**config.mk**
```make
export PLATFORM = sky130hd
export DESIGN_NAME = ramb_arbiter
export DESIGN_NICKNAME = d
export VERILOG_FILES = /design/src/rtl/ramb_arbiter.sv
export SDC_FILE = /design/constraint.sdc
export NUM_CORES = 1
export LEC_CHECK = 0
export ABC_AREA = 1
export BUFFER_PORTS_ARGS = -buffer_cell sky130_fd_sc_hd__buf_4
export CORE_ASPECT_RATIO = 1.5
export CORE_UTILIZATION = 35
export DETAILED_ROUTE_END_ITERATION = 12
export PLACE_DENSITY = 0.59
export SYNTH_ARGS = -nofsm -noshare
export SYNTH_HDL_FRONTEND = slang
export SYNTH_SLANG_ARGS = --single-unit
```
**constraint.sdc**
```tcl
create_clock -name clk_sys -period 2 [get_ports clk_sys]
set_clock_uncertainty 0.05 [all_clocks]
set_input_delay 0.3 -clock clk_sys [delete_from_list [all_inputs] [get_ports clk_sys]]
set_output_delay 0.3 -clock clk_sys [all_outputs]
set_load 0.01 [all_outputs]
```
**src/rtl/ramb_arbiter.sv**
```systemverilog
// ramb_arbiter: round-robin arbiter sharing the RAM port-B channel between two requesters
module ramb_arbiter #(
  parameter int ADDR_W  = 16,
  parameter int TIMEOUT = 15
) (
  input  logic              clk_sys,
  input  logic              reset,
  input  logic              m0_req,
  input  logic              m0_we,
  input  logic [ADDR_W-1:0] m0_addr,
  input  logic [7:0]        m0_wdata,
  output logic              m0_ack,
  output logic [7:0]        m0_rdata,
  input  logic              m1_req,
  input  logic              m1_we,
  input  logic [ADDR_W-1:0] m1_addr,
  input  logic [7:0]        m1_wdata,
  output logic              m1_ack,
  output logic [7:0]        m1_rdata,
  output logic [ADDR_W-1:0] ramb_addr,
  output logic              ramb_wr,
  output logic              ramb_rd,
  output logic [7:0]        ramb_dout,
  input  logic [7:0]        ramb_din,
  input  logic              ramb_wr_ack,
  input  logic              ramb_rd_ack,
  output logic              busy,
  output logic              timeout_o
);
  typedef enum logic [1:0] {IDLE, ISSUE, WAIT, DONE} state_t;
  state_t            state_q, state_d;
  logic              last_q, last_d, gnt_q, gnt_d, we_q, we_d;
  logic [7:0]        cnt_q, cnt_d, dout_q, dout_d, rd0_q, rd0_d, rd1_q, rd1_d, data;
  logic [ADDR_W-1:0] addr_q, addr_d;
  logic              wr_q, wr_d, rd_q, rd_d, ack0_q, ack0_d, ack1_q, ack1_d;
  logic              to_q, to_d, busy_q, busy_d, hit, sel, fin, abort;
  assign hit  = we_q ? ramb_wr_ack : ramb_rd_ack;
  // on a tie the requester that did not win last time gets the grant
  assign sel  = (m0_req && m1_req) ? ~last_q : m1_req;
  assign data = abort ? 8'hFF : ramb_din;
  always_comb begin
    state_d = state_q;
    last_d  = last_q;
    gnt_d   = gnt_q;
    we_d    = we_q;
    cnt_d   = cnt_q;
    addr_d  = addr_q;
    dout_d  = dout_q;
    rd0_d   = rd0_q;
    rd1_d   = rd1_q;
    wr_d    = 1'b0;
    rd_d    = 1'b0;
    ack0_d  = 1'b0;
    ack1_d  = 1'b0;
    to_d    = 1'b0;
    fin     = 1'b0;
    abort   = 1'b0;
    case (state_q)
      IDLE: if (m0_req || m1_req) begin
        gnt_d   = sel;
        last_d  = sel;
        we_d    = sel ? m1_we : m0_we;
        addr_d  = sel ? m1_addr : m0_addr;
        dout_d  = sel ? m1_wdata : m0_wdata;
        wr_d    = we_d;
        rd_d    = !we_d;
        state_d = ISSUE;
      end
      ISSUE: begin
        cnt_d   = 8'd0;
        fin     = hit;
        state_d = hit ? DONE : WAIT;
      end
      WAIT: begin
        abort   = !hit && cnt_q == 8'(TIMEOUT - 1);
        fin     = hit || abort;
        cnt_d   = fin ? cnt_q : cnt_q + 8'd1;
        state_d = fin ? DONE : WAIT;
      end
      default: state_d = IDLE;
    endcase
    if (fin) begin
      ack0_d = !gnt_q;
      ack1_d = gnt_q;
      to_d   = abort;
      rd0_d  = (!we_q && !gnt_q) ? data : rd0_q;
      rd1_d  = (!we_q && gnt_q) ? data : rd1_q;
    end
    busy_d = state_d != IDLE;
  end
  always_ff @(posedge clk_sys) begin
    if (reset) begin
      state_q <= IDLE;
      last_q  <= 1'b1;
      gnt_q   <= 1'b0;
      we_q    <= 1'b0;
      cnt_q   <= '0;
      addr_q  <= '0;
      dout_q  <= '0;
      rd0_q   <= '0;
      rd1_q   <= '0;
      wr_q    <= 1'b0;
      rd_q    <= 1'b0;
      ack0_q  <= 1'b0;
      ack1_q  <= 1'b0;
      to_q    <= 1'b0;
      busy_q  <= 1'b0;
    end else begin
      state_q <= state_d;
      last_q  <= last_d;
      gnt_q   <= gnt_d;
      we_q    <= we_d;
      cnt_q   <= cnt_d;
      addr_q  <= addr_d;
      dout_q  <= dout_d;
      rd0_q   <= rd0_d;
      rd1_q   <= rd1_d;
      wr_q    <= wr_d;
      rd_q    <= rd_d;
      ack0_q  <= ack0_d;
      ack1_q  <= ack1_d;
      to_q    <= to_d;
      busy_q  <= busy_d;
    end
  end
  assign ramb_addr = addr_q;
  assign ramb_dout = dout_q;
  assign ramb_wr   = wr_q;
  assign ramb_rd   = rd_q;
  assign m0_ack    = ack0_q;
  assign m1_ack    = ack1_q;
  assign m0_rdata  = rd0_q;
  assign m1_rdata  = rd1_q;
  assign busy      = busy_q;
  assign timeout_o = to_q;
endmodule

```
==> results of run 1 <==
-- kinds of logic (layout without fill, tap and decap cells) --
logic type      after synthesis  in the layout
mux                           1              1
flops                        59             59
xor+xnor                      3              3
simple gates                199            199
buf+inv                      68            184
fa+ha+maj                     6              6
compound gates               59             59
-- registers in the layout (all words and copies together) (netlist names) --
register	flops
m0_rdata	8
m0_ack	1
we_q	1
busy	1
last_q	1
m1_rdata	8
state_q	2
m1_ack	1
gnt_q	1
cnt_q	8
ramb_dout	8
ramb_rd	1
ramb_wr	1
ramb_addr	16
timeout_o	1
-- how the worst min path moves through the flow --
stage / start / endpoint / slack, ns / cells past startpoint
2_1_floorplan: gnt_q / m0_ack / 0.38 / 1
3_3_place_gp: last_q / last_q / 0.40 / 2
3_5_place_dp: last_q / last_q / 0.41 / 2
4_1_cts: m0_addr[8] / ramb_addr[8] / 0.19 / 3
5_1_grt: m1_wdata[5] / ramb_dout[5] / 0.20 / 3
6_report: m0_addr[10] / ramb_addr[10] / 0.20 / 3
-- what timing repair did --
item                                    4_1_cts  5_1_grt
resized for setup                             0        2
endpoints found under the setup margin        0       15
setup buffers                                 0        0
-- report_power, final --
part,internal (mW),switching [mW],total (mW)
logic,0.757,0.969,1.73
clock network,1.16,0.518,1.67
registers,1.47,0.164,1.64
-- layout by cell type (no fill, tap or decap), types with 3 or more instances in the layout --
master | netlist | layout
xor2_1 | 3 | 3
inv_2 | 3 | 3
ha_1 | 6 | 5
nand3_1 | 14 | 13
nand3_4 | 3 | 3
a31oi_1 | 24 | 24
buf_4 | 1 | 118
o21ai_0 | 27 | 27
nor2_1 | 55 | 54
clkbuf_16 | 0 | 9
dfxtp_1 | 59 | 59
nor2_2 | 2 | 3
inv_1 | 45 | 45
a21oi_1 | 7 | 7
nand2_1 | 120 | 120
-- cell type report --
class / instances / area (sq um)
inverter: 50 / 188
tap: 102 / 128
timing repair buffer: 118 / 886
fill: 753 / 3580
clock inverter: 4 / 72.6
multi-input combinational: 268 / 1270
sequential: 59 / 1180
clock buffer: 12 / 256
-- routing by layer --
layer / global-route usage (%) / share of wire (%)
met1: 21.3 / 41
met2: 31.9 / 50
met3: 7.00 / 8.2
met4: 7.14 / 0.57
met5: 0 / 0
-- worst min-delay path, delay by kind of cell --
| family | cells | cell delay, ns |
|---|---|---|
| buffers and inverters | 1 | 0.10 |
| and+or+nand+nor | 1 | 0.05 |
| AOI/OAI and AO/OA | 1 | 0.07 |
-- per-stage QoR --
stage               hold slack (ns)  setup WS [ns]  total power, mW  util (%)
finish                        0.199          0.222             5.03      52.7
global placement              0.398          0.297             3.37      48.2
detailed placement            0.409          0.207             3.38      48.2
floorplan                     0.376          0.396             2.62         -
global route                  0.199         0.0478             5.37      52.7
CTS                           0.187          0.157             5.09      52.6
==> results.sh, run 1 <==
export IMPL_root_buffer="clkbuf_16"
export IMPL_grt_pass1_wl_microns=11700
export IMPL_place_area_sq_um=3650
export IMPL_synth_top_family_by_area="simple AND/OR/NAND/NOR gates"
export IMPL_place_inst=597
export IMPL_synth_area_leaders="dfxtp_1 (43%), nand2_1 (17%), nor2_1 (7.6%)"
export IMPL_rsz0062_at_grt="no"
export IMPL_hpwl_microns=5070
export IMPL_maxSlewViolCount=0
export IMPL_yosys_top_cells_count="nand2_1 (120), dfxtp_1 (59), nor2_1 (55), inv_1 (45), o21ai_0 (27)"
export IMPL_power_density_nw_per_um2=1260
export IMPL_crit_path_max_fanout=8
export IMPL_synth_compound_area_share_pct=12.0
export IMPL_synth_top_cell_by_area="dfxtp_1"
export IMPL_synth_top_area_share_pct=43.4
export IMPL_grtUsageTotal_pct=18.9
export IMPL_synth_nets=465
export IMPL_grt_pass1_vias=2651
export IMPL_hold_violations=0
export IMPL_clock_path_buffers=2
export IMPL_slew_headroom_pct=71.5
export IMPL_dr_pass1_iters=6
export IMPL_ioPinCount=110
export IMPL_yosysUniqueCellTypes=23
export IMPL_crit_start="state_q[0]"
export IMPL_antenna_found_initial=0
export IMPL_drc_errors=0
export IMPL_end_kind="flip-flop"
export IMPL_h_tree_depth=3
export IMPL_synthAdderAreaFrac_pct=2.76
export IMPL_ys_warn_count=0
export IMPL_max_cap_violations=0
export IMPL_wl_microns=7030
export IMPL_portBuffers=109
export IMPL_crit_path_start_kind="flip-flop"
export IMPL_place_congestion=0.801
export IMPL_rows=39
export IMPL_synth_mux_area_share_pct=0.368
export IMPL_crit_end="cnt_q[0]"
export IMPL_arrival_ns=1.93
export IMPL_gr_total_overflow=0
export IMPL_vdd_ir_drop_worst_mv=0.574
export IMPL_grt_max_degree=27
export IMPL_via_per_inst=4.57
export IMPL_area_delta_synth_final_pct=46.4
export IMPL_fin_nets=576
export IMPL_cts_made_buffers=9
export IMPL_drive_gt1_share_pct=28.6
export IMPL_clock_latency_ns=0.32
export IMPL_drt_initial_drc_count=146
export IMPL_cts_tree="done"
export IMPL_r2r_setup_slack_ns=0.22
export IMPL_cp_depth=9
export IMPL_crit_type="flip-flop to flip-flop"
export IMPL_timing_final_crit_share_pct=88.9
export IMPL_die_w_microns=74.0
export IMPL_crit_buf_inv=2
export IMPL_start_util_pct=36.0
export IMPL_die_h_microns=110
export IMPL_setup_tns_final_ns=0
export IMPL_synthSimpleGateAreaFrac_pct=30.3
export IMPL_ys_seq_area_share_pct=43.4
export IMPL_path_common_cell="inv_1"
export IMPL_status="complete, no violations"
export IMPL_yosysMostFrequentCell="nand2_1"
export IMPL_syn_area_per_cell_sq_um=6.89
export IMPL_crit_chain="inv_1, ha_2, nand2_1, nor2_2, nand2_2, nand3_1, inv_1, o21ai_0, nor2_1"
export IMPL_fmax_mhz=562
export IMPL_via_count=2804
export IMPL_ant_nets=0
export IMPL_antennaDiodeCount=0
export IMPL_syn_area_sq_um=2720
export IMPL_r2r_start="state_q[0]"
export IMPL_wl_per_cell_microns=11.5
export IMPL_cts_sinks=59
export IMPL_yosys_area_share_xor_xnor_pct=0.966
export IMPL_required_ns=2.15
export IMPL_slowest_stage="dfxtp_1"
export IMPL_async_flop_share_pct=0
export IMPL_setup_viol=0
export IMPL_critPathMaxStageDelay_ns=0.32
export IMPL_design_area_sq_um=3980
export IMPL_synth_edf_count=0
export IMPL_synth_seq_cells=59
export IMPL_stdcell_count=613
export IMPL_cp_top_family="simple AND/OR/NAND/NOR gates"
export IMPL_rr_endpoint="cnt_q[0]"
export IMPL_syn_inst=395
export IMPL_fp_dieArea_sq_um=8140
export IMPL_clk_pin_slew_ns=0.05
export IMPL_tightestPinTransition_ns=0.427
export IMPL_p_leak_nw=2.05
export IMPL_coreArea_sq_um=7560
export IMPL_ys_flop_type="dfxtp_1"
export IMPL_hold_class="input pin to flip-flop"
export IMPL_r2r_cells=9
export IMPL_postCtsHoldBufs=0
export IMPL_fin_crit_ns=1.78
Power figures use the tool's default switching activity.
==> inputs of run 2 (changes only) <==
--- a/config.mk
+++ b/config.mk
@@ -10,6 +10,7 @@
 export CORE_ASPECT_RATIO = 1.5
 export CORE_UTILIZATION = 35
 export DETAILED_ROUTE_END_ITERATION = 12
+export MAX_ROUTING_LAYER = met4
 export PLACE_DENSITY = 0.59
 export SYNTH_ARGS = -nofsm -noshare
 export SYNTH_HDL_FRONTEND = slang
==> run 2 against run 1 <==
Net effect:
- critical path depth did not move
- final area unchanged
- routed wire length up 0.61%
- first-iteration DRC count rose by 13%
- global-route usage increased by 0.51 points
- critical path type unchanged
==> results.sh, run 2 (synthesized netlist as in run 1, its figures left out) <==
export IMPL_antennaDiodeCount=0
export IMPL_gr_total_overflow=0
export IMPL_seq_power_share_pct=32.4
export IMPL_postLayoutCoreUtil_pct=52.7
export IMPL_p_leak_nw=2.05
export IMPL_via_count=2818
export IMPL_crit_path_max_fanout=8
export IMPL_wl_per_cell_microns=11.5
export IMPL_drc_errors=0
export IMPL_end_kind="flip-flop"
export IMPL_wl_microns=7080
export IMPL_grt_busiest_layer="met2"
export IMPL_clk_pin_slew_ns=0.05
export IMPL_drt_initial_drc_count=165
export IMPL_crit_path_start_kind="flip-flop"
export IMPL_layout_commonest_cell="nand2_1"
export IMPL_via_per_inst=4.60
export IMPL_largest_reg_flops=16
export IMPL_status="complete, no violations"
export IMPL_hpwl_microns=5070
export IMPL_grt_pass1_vias=2654
export IMPL_max_cap_violations=0
export IMPL_vdd_ir_drop_worst_mv=0.577
export IMPL_drive_gt1_share_pct=28.6
export IMPL_combPwrFrac_pct=34.3
export IMPL_stdcell_count=613
export IMPL_coreArea_sq_um=7560
export IMPL_arrival_ns=1.93
export IMPL_root_buffer="clkbuf_16"
export IMPL_fp_dieArea_sq_um=8140
export IMPL_fin_nets=576
export IMPL_seq_area_sq_um=1180
export IMPL_grt_max_degree=27
export IMPL_portBuffers=109
export IMPL_grt_use_met3_pct=5.82
export IMPL_antenna_found_initial=0
export IMPL_cellInternalPower_mw=3.38
export IMPL_area_delta_synth_final_pct=46.4
export IMPL_fmax_mhz=563
export IMPL_power_density_nw_per_um2=1270
export IMPL_timing_final_crit_share_pct=88.8
export IMPL_clock_latency_ns=0.32
export IMPL_grt_util_met1_pct=21.9
export IMPL_cts_setup_buffers=0
export IMPL_power_switching_mw=1.66
export IMPL_clock_path_buffers=2
export IMPL_setup_viol=0
export IMPL_cts_sinks=59
export IMPL_die_w_microns=74.0
export IMPL_place_ws_ns=0.207
export IMPL_fillers=753
export IMPL_tightestPinTransition_ns=0.427
export IMPL_required_ns=2.15
export IMPL_crit_type="flip-flop to flip-flop"
export IMPL_multi_input_area_sq_um=1270
export IMPL_grtUsageTotal_pct=19.4
export IMPL_place_congestion=0.813
export IMPL_rsz0062_at_grt="no"
export IMPL_dr_pass1_iters=6
export IMPL_swShare_pct=32.9
export IMPL_grt_use_met2_pct=31.9
export IMPL_slew_headroom_pct=71.5
export IMPL_ant_nets=0
export IMPL_setup_tns_final_ns=0
export IMPL_place_inst=597
export IMPL_hold_violations=0
export IMPL_h_tree_depth=3
export IMPL_cts_made_buffers=9
export IMPL_grt_pass1_wl_microns=11700
export IMPL_hold_class="input pin to flip-flop"
export IMPL_start_util_pct=36.0
export IMPL_fin_crit_ns=1.78
export IMPL_cts_tree="done"
export IMPL_rows=39
export IMPL_p_clk_share_pct=33.3
export IMPL_fin_ws_ns=0.224
export IMPL_ioPinCount=110
export IMPL_die_h_microns=110
export IMPL_mostFrequentLayoutCells="nand2_1 (120), buf_4 (118), dfxtp_1 (59)"
export IMPL_maxSlewViolCount=0
-- run 2: cell counts in the layout (fill, tap and decap cells not counted) --
Identical to the previous run, type by type.
-- run 2: cell type report --
type | count | area share (%)
clock inverter | 4 | 1.82
inverter | 50 | 4.71
timing repair buffer | 118 | 22.2
tap | 102 | 3.20
multi-input combinational | 268 | 31.9
sequential | 59 | 29.6
clock buffer | 12 | 6.44
-- run 2: metal layers --
layer / part of all wire [%] / vias to the layer above
li1: - / 1460
met1: 42 / 1260
met2: 50 / 92
met3: 6.4 / 6
met4: 1.2 / 0
met5: 0 / -
-- run 2: power by group through the flow --
stage	logic (mW)	clock network, mW	registers [mW]
after global placement	1.72	0	1.65
after floorplan	0.873	0	1.74
after global routing	1.93	1.76	1.67
final	1.73	1.68	1.63
after CTS	1.74	1.71	1.64
after detailed placement	1.73	0	1.65
-- run 2: through the flow --
step / hold slack, ns / instance area [sq um] / power (mW)
6_report: 0.199 / 3980 / 5.04
5_1_grt: 0.199 / 3980 / 5.36
4_1_cts: 0.187 / 3980 / 5.09
3_5_place_dp: 0.409 / 3650 / 3.38
3_3_place_gp: 0.398 / 3650 / 3.37
2_1_floorplan: 0.376 / 2720 / 2.62
-- run 2: timing repair --
| action | in CTS | in global routing |
|---|---|---|
| resized for setup | 0 | 2 |
| setup endpoints to repair | 0 | 15 |
| hold buffers | 0 | 0 |
-- run 2: critical path, cell delays in order (launching register included) --
cell and delay (ns):
dfxtp_1 0.32, inv_1 0.11, ha_2 0.27, nand2_1 0.08, nor2_2 0.15, nand2_2 0.09, nand3_1 0.14, inv_1 0.13
o21ai_0 0.24, nor2_1 0.07
-- run 2: path summary, 6_finish.rpt --
kind	start	to	slack [ns]	cells past startpoint
max	state_q[0]	cnt_q[0]	0.22	9
min	m0_addr[10]	ramb_addr[10]	0.20	3
max reg2reg	state_q[0]	cnt_q[0]	0.22	9
min reg2reg	last_q	last_q	0.43	2
